[src/rtl/nucleo_classificador.sv]
// nucleo_classificador: hashes a window of cache-line addresses into a bitmap and scores it against cluster signatures.
// Optional HASH_DADOS_EN folds the line data into the hash index as well.
module nucleo_classificador #(
    parameter int NUM_CLUSTERS     = 5,
    parameter int AMPLITUDE_HASH   = 256,
    parameter int TAMANHO_JANELA   = 10,
    parameter int TAMANHO_ENDERECO = 64,
    parameter int LARGURA_LINHA    = 512,
    localparam int H  = $clog2(AMPLITUDE_HASH),
    localparam int CW = $clog2(NUM_CLUSTERS) + 1
) (
    input  logic                        clk,
    input  logic                        rst_n,
    input  logic [LARGURA_LINHA-1:0]    linha_cache,
    input  logic [TAMANHO_ENDERECO-1:0] endereco,
    input  logic                        entrada_valida,
    output logic                        trava,
    input  logic                        cfg_we,
    input  logic [CW-1:0]               cfg_cluster,
    input  logic [AMPLITUDE_HASH-1:0]   cfg_assinatura,
    output logic                        resultado_valido,
    output logic [CW-1:0]               resultado_cluster,
    output logic [H:0]                  resultado_pontos
);
    localparam int LA    = TAMANHO_ENDERECO - 6;
    localparam int NA    = (LA + H - 1) / H;
    localparam int CNT_W = $clog2(TAMANHO_JANELA + 1);

    typedef enum logic [1:0] {COLETA, PONTUA, EMITE} estado_t;

    estado_t                   estado_q, estado_d;
    logic [AMPLITUDE_HASH-1:0] bitmap_q, bitmap_d;
    logic [CNT_W-1:0]          count_q, count_d;
    logic [CW-1:0]             k_q, k_d, best_q, best_d, res_c_q, res_c_d;
    logic [H:0]                best_pts_q, best_pts_d, res_p_q, res_p_d;
    logic [AMPLITUDE_HASH-1:0] sig_q [NUM_CLUSTERS];
    logic [AMPLITUDE_HASH-1:0] sig_sel, mask;
    logic [NA*H-1:0]           la_pad;
    logic [H-1:0]              idx;
    logic [H:0]                pts;
    logic                      aceita, upd;

`ifdef HASH_DADOS_EN
    localparam int ND = (LARGURA_LINHA + H - 1) / H;
    logic [ND*H-1:0] dados_pad;
    logic            unused_bits;
    assign unused_bits = ^endereco[5:0];
`else
    logic unused_bits;
    assign unused_bits = ^{linha_cache, endereco[5:0]};
`endif

    always_comb begin
        la_pad = (NA*H)'(endereco[TAMANHO_ENDERECO-1:6]);
        idx    = '0;
        for (int c = 0; c < NA; c++) idx ^= la_pad[c*H +: H];
`ifdef HASH_DADOS_EN
        dados_pad = (ND*H)'(linha_cache);
        for (int c = 0; c < ND; c++) idx ^= dados_pad[c*H +: H];
`endif
    end

    always_comb begin
        sig_sel = '0;
        for (int c = 0; c < NUM_CLUSTERS; c++) if (k_q == CW'(c)) sig_sel = sig_q[c];
        mask = bitmap_q & sig_sel;
        pts  = '0;
        for (int i = 0; i < AMPLITUDE_HASH; i++) pts += (H+1)'(mask[i]);
    end

    assign aceita           = entrada_valida && estado_q == COLETA;
    assign upd              = k_q == '0 || pts > best_pts_q;
    assign trava            = estado_q != COLETA;
    assign resultado_valido = estado_q == EMITE;
    assign resultado_cluster = res_c_q;
    assign resultado_pontos  = res_p_q;

    always_comb begin
        estado_d   = estado_q;
        bitmap_d   = bitmap_q;
        count_d    = count_q;
        k_d        = k_q;
        best_d     = best_q;
        best_pts_d = best_pts_q;
        res_c_d    = res_c_q;
        res_p_d    = res_p_q;
        case (estado_q)
            COLETA: if (aceita) begin
                bitmap_d[idx] = 1'b1;
                count_d       = count_q + 1'b1;
                if (count_q == CNT_W'(TAMANHO_JANELA - 1)) begin
                    estado_d   = PONTUA;
                    k_d        = '0;
                    best_d     = '0;
                    best_pts_d = '0;
                end
            end
            PONTUA: begin
                best_d     = upd ? k_q : best_q;
                best_pts_d = upd ? pts : best_pts_q;
                k_d        = k_q + 1'b1;
                // Final candidate is latched straight into the result so EMITE can present it.
                if (k_q == CW'(NUM_CLUSTERS - 1)) begin
                    estado_d = EMITE;
                    res_c_d  = best_d;
                    res_p_d  = best_pts_d;
                end
            end
            EMITE: begin
                bitmap_d = '0;
                count_d  = '0;
                estado_d = COLETA;
            end
            default: estado_d = COLETA;
        endcase
    end

    always_ff @(posedge clk or negedge rst_n) begin
        if (!rst_n) begin
            estado_q   <= COLETA;
            bitmap_q   <= '0;
            count_q    <= '0;
            k_q        <= '0;
            best_q     <= '0;
            best_pts_q <= '0;
            res_c_q    <= '0;
            res_p_q    <= '0;
        end else begin
            estado_q   <= estado_d;
            bitmap_q   <= bitmap_d;
            count_q    <= count_d;
            k_q        <= k_d;
            best_q     <= best_d;
            best_pts_q <= best_pts_d;
            res_c_q    <= res_c_d;
            res_p_q    <= res_p_d;
        end
    end

    // Signatures are frozen outside COLETA so a score never mixes old and new values.
    always_ff @(posedge clk or negedge rst_n) begin
        if (!rst_n) begin
            for (int c = 0; c < NUM_CLUSTERS; c++) sig_q[c] <= '0;
        end else if (cfg_we && estado_q == COLETA) begin
            for (int c = 0; c < NUM_CLUSTERS; c++)
                if (cfg_cluster == CW'(c)) sig_q[c] <= cfg_assinatura;
        end
    end
endmodule
[config.mk]
export PLATFORM = sky130hd
export DESIGN_NAME = nucleo_classificador
export DESIGN_NICKNAME = d
export VERILOG_FILES = /design/src/rtl/nucleo_classificador.sv
export SDC_FILE = /design/constraint.sdc
export NUM_CORES = 2
export LEC_CHECK = 0
export ABC_AREA = 1
export BUFFER_PORTS_ARGS = -buffer_cell sky130_fd_sc_hd__buf_2
export CAP_MARGIN = 20
export CORE_ASPECT_RATIO = 1.75
export CORE_MARGIN = 2
export CORE_UTILIZATION = 59
export DETAILED_ROUTE_END_ITERATION = 7
export PLACE_DENSITY = 0.84
export SYNTH_ARGS = -nofsm -noshare
export SYNTH_HDL_FRONTEND = slang
export SYNTH_SLANG_ARGS = --single-unit
[constraint.sdc]
create_clock -name clk -period 12.87 [get_ports clk]
set_input_delay 0.6435 -clock clk [delete_from_list [all_inputs] [get_ports clk]]
set_output_delay 0.6435 -clock clk [all_outputs]
set_load 0.03 [all_outputs]
# --- After elaboration in Yosys (flattened, before gate mapping) ---
# Cells that the tools add are included.
# Widths: inputs -> output; s select.
totals:
  out_inout_bits: 15
  register_bits: 1572
  word_cells: 339
  inputBits: 840
classes:
  n_lt_le_gt_ge: 3
  n_bitwise: 9
  eq_ne: 14
  addsub: 257
  n_reduce_logical: 19
  mux: 24
ops:
  columns: ["cell", "count"]
  rows:
  - ["$add 9x1->9", 247]
  - ["$mux 256", 6]
  - ["$pmux 256 s2", 1]
  - ["$and 256x256->256", 1]
  - ["$or 256x256->256", 1]
  - ["$xor 8x8->8", 6]
  - ["$mux 9", 3]
  - ["$pmux 4 s2", 3]
  - ["$pmux 9 s2", 1]
  - ["$eq 4x2->1 const B", 4]
  - ["$mux 4", 4]
  - ["$reduce_and 2->1", 7]
  - ["$add 8x1->9", 1]
  - ["$gt 9x9->1", 1]
  - ["$lt 8x9->1 const B", 1]
  - ["$add 4x1->4 const B", 2]
  - ["$add 7x1->8", 1]
  - ["$demux 1 s8", 1]
  - ["$eq 4x1->1 const B", 2]
  - ["$eq 4x3->1 const B", 2]
  - ["$ge 8x1->1 const B", 1]
  - ["$logic_not 4->1", 2]
  - ["$xor 8x2->8", 1]
  - ["$add 6x1->7", 1]
  - ["other kinds (18)", 26]

# --- Longest topological paths before layout ---
logic_depth:
  ltp_word: 266
  depth_mapped: 53
  depth_no_buf: 50

# --- Worst setup path before layout ---
# Ideal clock, no wire load.
synth_timing:
  path_kind: "register to register"
  startpoint: "reg k_q[1]"
  endpoint: "reg res_p_q[3] (netlist: resultado_pontos[3])"
  synth_period_minus_slack_ns: 10.164
  arrival_ns: 10.030
  setup_ns: 0.134
  n_path_buf: 3
  setup_slack_ns: 2.706
  stages_incl_launch_ff: 48
  t_required_ns: 12.736
  cell_sequence: "dfrtp_1 > inv_1 > ha_1 > inv_1 > clkbuf_1 > clkbuf_1 > nand3_1 > nand3_1 > o21ai_0 > nor2_1 > o221ai_1 > fa_1 > inv_1 > fa_1 > inv_1 > fa_1 > inv_1 > fa_1 > [12 not listed] > fa_1 > nand4_1 > nand3_1 > nand2_1 > nand2_1 > a21oi_1 > inv_1 > ha_1 > nand2_1 > nor2_1 > nand3b_1 > nand3_1 > nand2_1 > nand2_1 > clkbuf_1 > nand2_1 > o21ai_0 > o21ai_0"
synth_via:
  elab_chain_cells: 265
  word_cells_on_any_way: 270
  cone_classes: "add/sub: 255; order compare: 1; eq/ne: 4; mux: 6; bitwise: 1; reduce/logical: 3"
synth_lines:
  columns: ["item", "line_no", "source"]
  rows:
  - ["from (decl)", "34", "logic [CW-1:0] k_q, k_d, best_q, best_d, res_c_q, res_c_d;"]
  - ["from (signal assigned)", "132", "k_q <= k_d;"]
  - ["$logic_not 4->1", "65, 72", null]
  - ["$mux 256 (5 in series)", "65", "for (int c = 0; c < NUM_CLUSTERS; c++) if (k_q == CW'(c)) sig_sel = sig_q[c];"]
  - ["$and 256x256->256", "66", "mask = bitmap_q & sig_sel;"]
  - ["$add 1x1->2", "68", "for (int i = 0; i < AMPLITUDE_HASH; i++) pts += (H+1)'(mask[i]);"]
  - ["$add 2x1->3", "68", null]
  - ["$add 3x1->4", "68", null]
  - ["$add 4x1->5", "68", null]
  - ["$add 5x1->6", "68", null]
  - ["$add 6x1->7", "68", null]
  - ["$add 7x1->8", "68", null]
  - ["$add 8x1->9", "68", null]
  - ["$add 9x1->9 (247 in series)", "68", null]
  - ["$gt 9x9->1", "72", "assign upd = k_q == '0 || pts > best_pts_q;"]
  - ["$logic_or 1x1->1", "72", null]
  - ["$mux 9", "100", "best_pts_d = upd ? pts : best_pts_q;"]
  - ["to (signal assigned)", "136", "res_p_q <= res_p_d;"]
  - ["to (decl)", "35", "logic [H:0] best_pts_q, best_pts_d, res_p_q, res_p_d;"]
# Parallel ways exist; a longest one is shown, timed or not.
# A chain may end at the register's enable or synchronous reset.

# --- Final worst setup path ---
layout_timing:
  startpoint: "reg k_q[2]"
  endpoint: "reg res_p_q[5] (netlist: resultado_pontos[5])"
# Same word-level chain as after synthesis.

==> impl_metrics.toml <==
[status]
status = "finished clean"

[placement]
dpl_worst_slack_ns = 1.07
numPortBuffers = 336
dpl.hpwl_um = 156000
placed_area_um2 = 78800
routabilityCongestion = 0.952

[route]
drt_wl_total_um = 248000
vias_per_cell = 6.24
drc = 0
wl_per_cell_um = 23.5
drtPass1Iterations = 8
final_antenna_net_count = 0
drt_iter0_drc = 8840
vias = 65852

[die]
die_h_um = 479
rows = 174
dieArea_um2 = 132000
start_util = 0.594
io_pins = 855
die_x_um = 276
coreArea_um2 = 128000

[synthesis]
synth_cell_types = 37
yosys_warnings = 0
avgSynthCellArea_um2 = 8.69
syn-cell-area_um2 = 76100
netlist_instances = 8757
ys_seq_elements = 1572
yosysSeqAreaShare = 0.517
syn_nets = 9893
ys.flop_type = "dfrtp_1"
synth-edff-count = 0
synthArstFlopShare = 1.00

[grt]
grt.overflow.total = 0
grt_pass1_vias = 65527
grt_usage = 0.382
antenna_found_initial = 9
grt_max_degree = 255
grt_first_pass_wirelength_um = 382000

[layout]
fin_util = 0.653
syn2layout_area_growth_pct = 9.95
nFillCells = 9652
drive_above_1_share = 0.0878
final_common_cell = "nand2_1"
final_cell_mix = "2,106 x nand2_1, 1,572 x dfrtp_1, 1,375 x o21ai_0"
nets = 9912
stdcell_area_um2 = 83700

[sta]
fin_tns_setup_ns = 0
hold_violations = 0
max_freq_mhz = 82.3
setup_ws_ns = 0.718
slew_headroom = 0.144
fin_skew_ns = 0.0265
finalCritPeriodShare = 0.944
fin_crit_ns = 12.15
setup_viol = 0
slew_violations = 0
rsz0062_at_grt = "false"
tightest_slew_ns = 1.28

[clock_network]
clk_path_buf_depth = 3
clk_latency_ns = 0.79
clkTransAtPathRegs_ns = 0.07
cts_tree = "built"
cts-root-buf = "clkbuf_16"
cts_sinks = 1572
htree_levels = 4
cts-buffers-inserted = 139

[pwr]
powerDensity_nw_per_um2 = 278
vdd_drop_max_mv = 0.962
finalPower_w = 0.0233
leakagePower_nw = 40.5

[critical_path]
crit_top_cell = "fa_1"
path_class = "reg2reg"
cp.arrival_ns = 12.79
cpPeakStageDelay_ns = 0.67
slowest_stage = "fa_1"
critPathMaxFanout = 63
critPathCaptureType = "flip-flop"
critical_path_required_ns = 13.50
critPathLaunchType = "flip-flop"

[min_path]
hold_class = "in2reg"

[job]
drv_cap = 0
## state kept, by name (all words and copies together), names as in the netlist
name	cells
k_q	4
best_q	4
sig_q	1280
resultado_cluster	4
best_pts_q	9
count_q	4
resultado_pontos	9
bitmap_q	256
estado_q	2
## synthesized netlist by cell type, drive strengths merged, types with 2 or more instances
cell    instances  area [µm²]
nor3            2        10.0
nand3b          4        30.0
nand3         347        1750
dfrtp        1572       39300
ha             54         676
nand2        2131        8080
inv           803        3010
xor2           24         218
buf           207        1140
o21ai        1386        6940
fa            242        4840
a31oi         167        1040
xnor2          21         184
a21oi         494        2470
clkbuf        391        1470
nor2          572        2290
o221ai         58         508
nand4           9        75.1
o211ai        267        2000
## cell type report
class / instances / area (µm²) / share of cell area
multi-input cells: 5783 / 31200 / 0.373
well taps: 1672 / 2090 / 0.0250
flip-flops and latches: 1572 / 39300 / 0.470
clock buffers: 201 / 4130 / 0.0493
inverters: 804 / 3050 / 0.0365
repair buffers: 476 / 3270 / 0.0390
clock inverters: 48 / 573 / 0.00685
diodes: 3 / 7.51 / 0.0000897
## metal layers
| layer | share of wire | GRT usage | vias to the layer above |
|---|---|---|---|
| met5 | 0.00023 | 0 | - |
| met4 | 0.11 | 0.342 | 8 |
| met1 | 0.33 | 0.453 | 31732 |
| li1 | - | - | 28571 |
| met3 | 0.12 | 0.108 | 1169 |
| met2 | 0.44 | 0.564 | 4372 |
## cell families (layout without fill, tap and decap cells)
| group | after synthesis | in the layout | synth area share |
|---|---|---|---|
| compound gates | 2375 | 2375 | 0.171 |
| xor+xnor | 45 | 45 | 0.00528 |
| fa+ha+maj | 296 | 296 | 0.0725 |
| buf+inv | 1402 | 1529 | 0.0739 |
| flops | 1572 | 1572 | 0.517 |
| other cells | 0 | 3 | 0 |
| simple gates | 3067 | 3067 | 0.161 |
## repair_timing
item                                    in CTS  in global routing
resized for setup                            0                  1
setup buffers                                0                  0
hold buffers                                 1                  0
endpoints found under the setup margin       0                  2
endpoints found under the hold margin      145                  0
## critical path: cells and delay by family (launching register included)
kind	cells	cell delay (ns)
buffers and inverters	10	1.53
flip-flops	1	0.42
adder cells (fa/ha/maj)	13	6.39
AO/OA/AOI/OAI	5	1.06
XOR/XNOR	1	0.58
AND/OR/NAND/NOR	14	1.83
## where the power goes
part           internal [W]  switching [W]  total, W
Combinational       0.00394        0.00742    0.0114
Sequential          0.00662       0.000940   0.00756
Clock               0.00246        0.00192   0.00438
## worst paths after layout
kind / from / cells after the start / slack [ns] / endpoint
min in group asynchronous: rst_n / 2 / 0.43 / resultado_pontos[6]$_DFFE_PN0P_
worst min register to register: sig_q[617]$_DFFE_PN0P_ / 2 / 0.48 / sig_q[617]$_DFFE_PN0P_
max in group asynchronous: rst_n / 5 / 9.05 / sig_q[70]$_DFFE_PN0P_
worst max register to register: k_q[2]$_DFFE_PN0P_ / 43 / 0.72 / resultado_pontos[5]$_DFFE_PN0P_
worst min-delay path: cfg_assinatura[180] / 3 / 0.15 / sig_q[1204]$_DFFE_PN0P_
worst max-delay path: k_q[2]$_DFFE_PN0P_ / 43 / 0.72 / resultado_pontos[5]$_DFFE_PN0P_
## metrics by stage
stage	instances	hold WS [ns]
final	10559	0.151
after global routing	10557	0.160
after CTS	10548	0.121
after detailed placement	10298	0.466
after global placement	10297	0.460
after floorplan	8757	0.348
No activity file was read; power rests on OpenSTA's default activity.
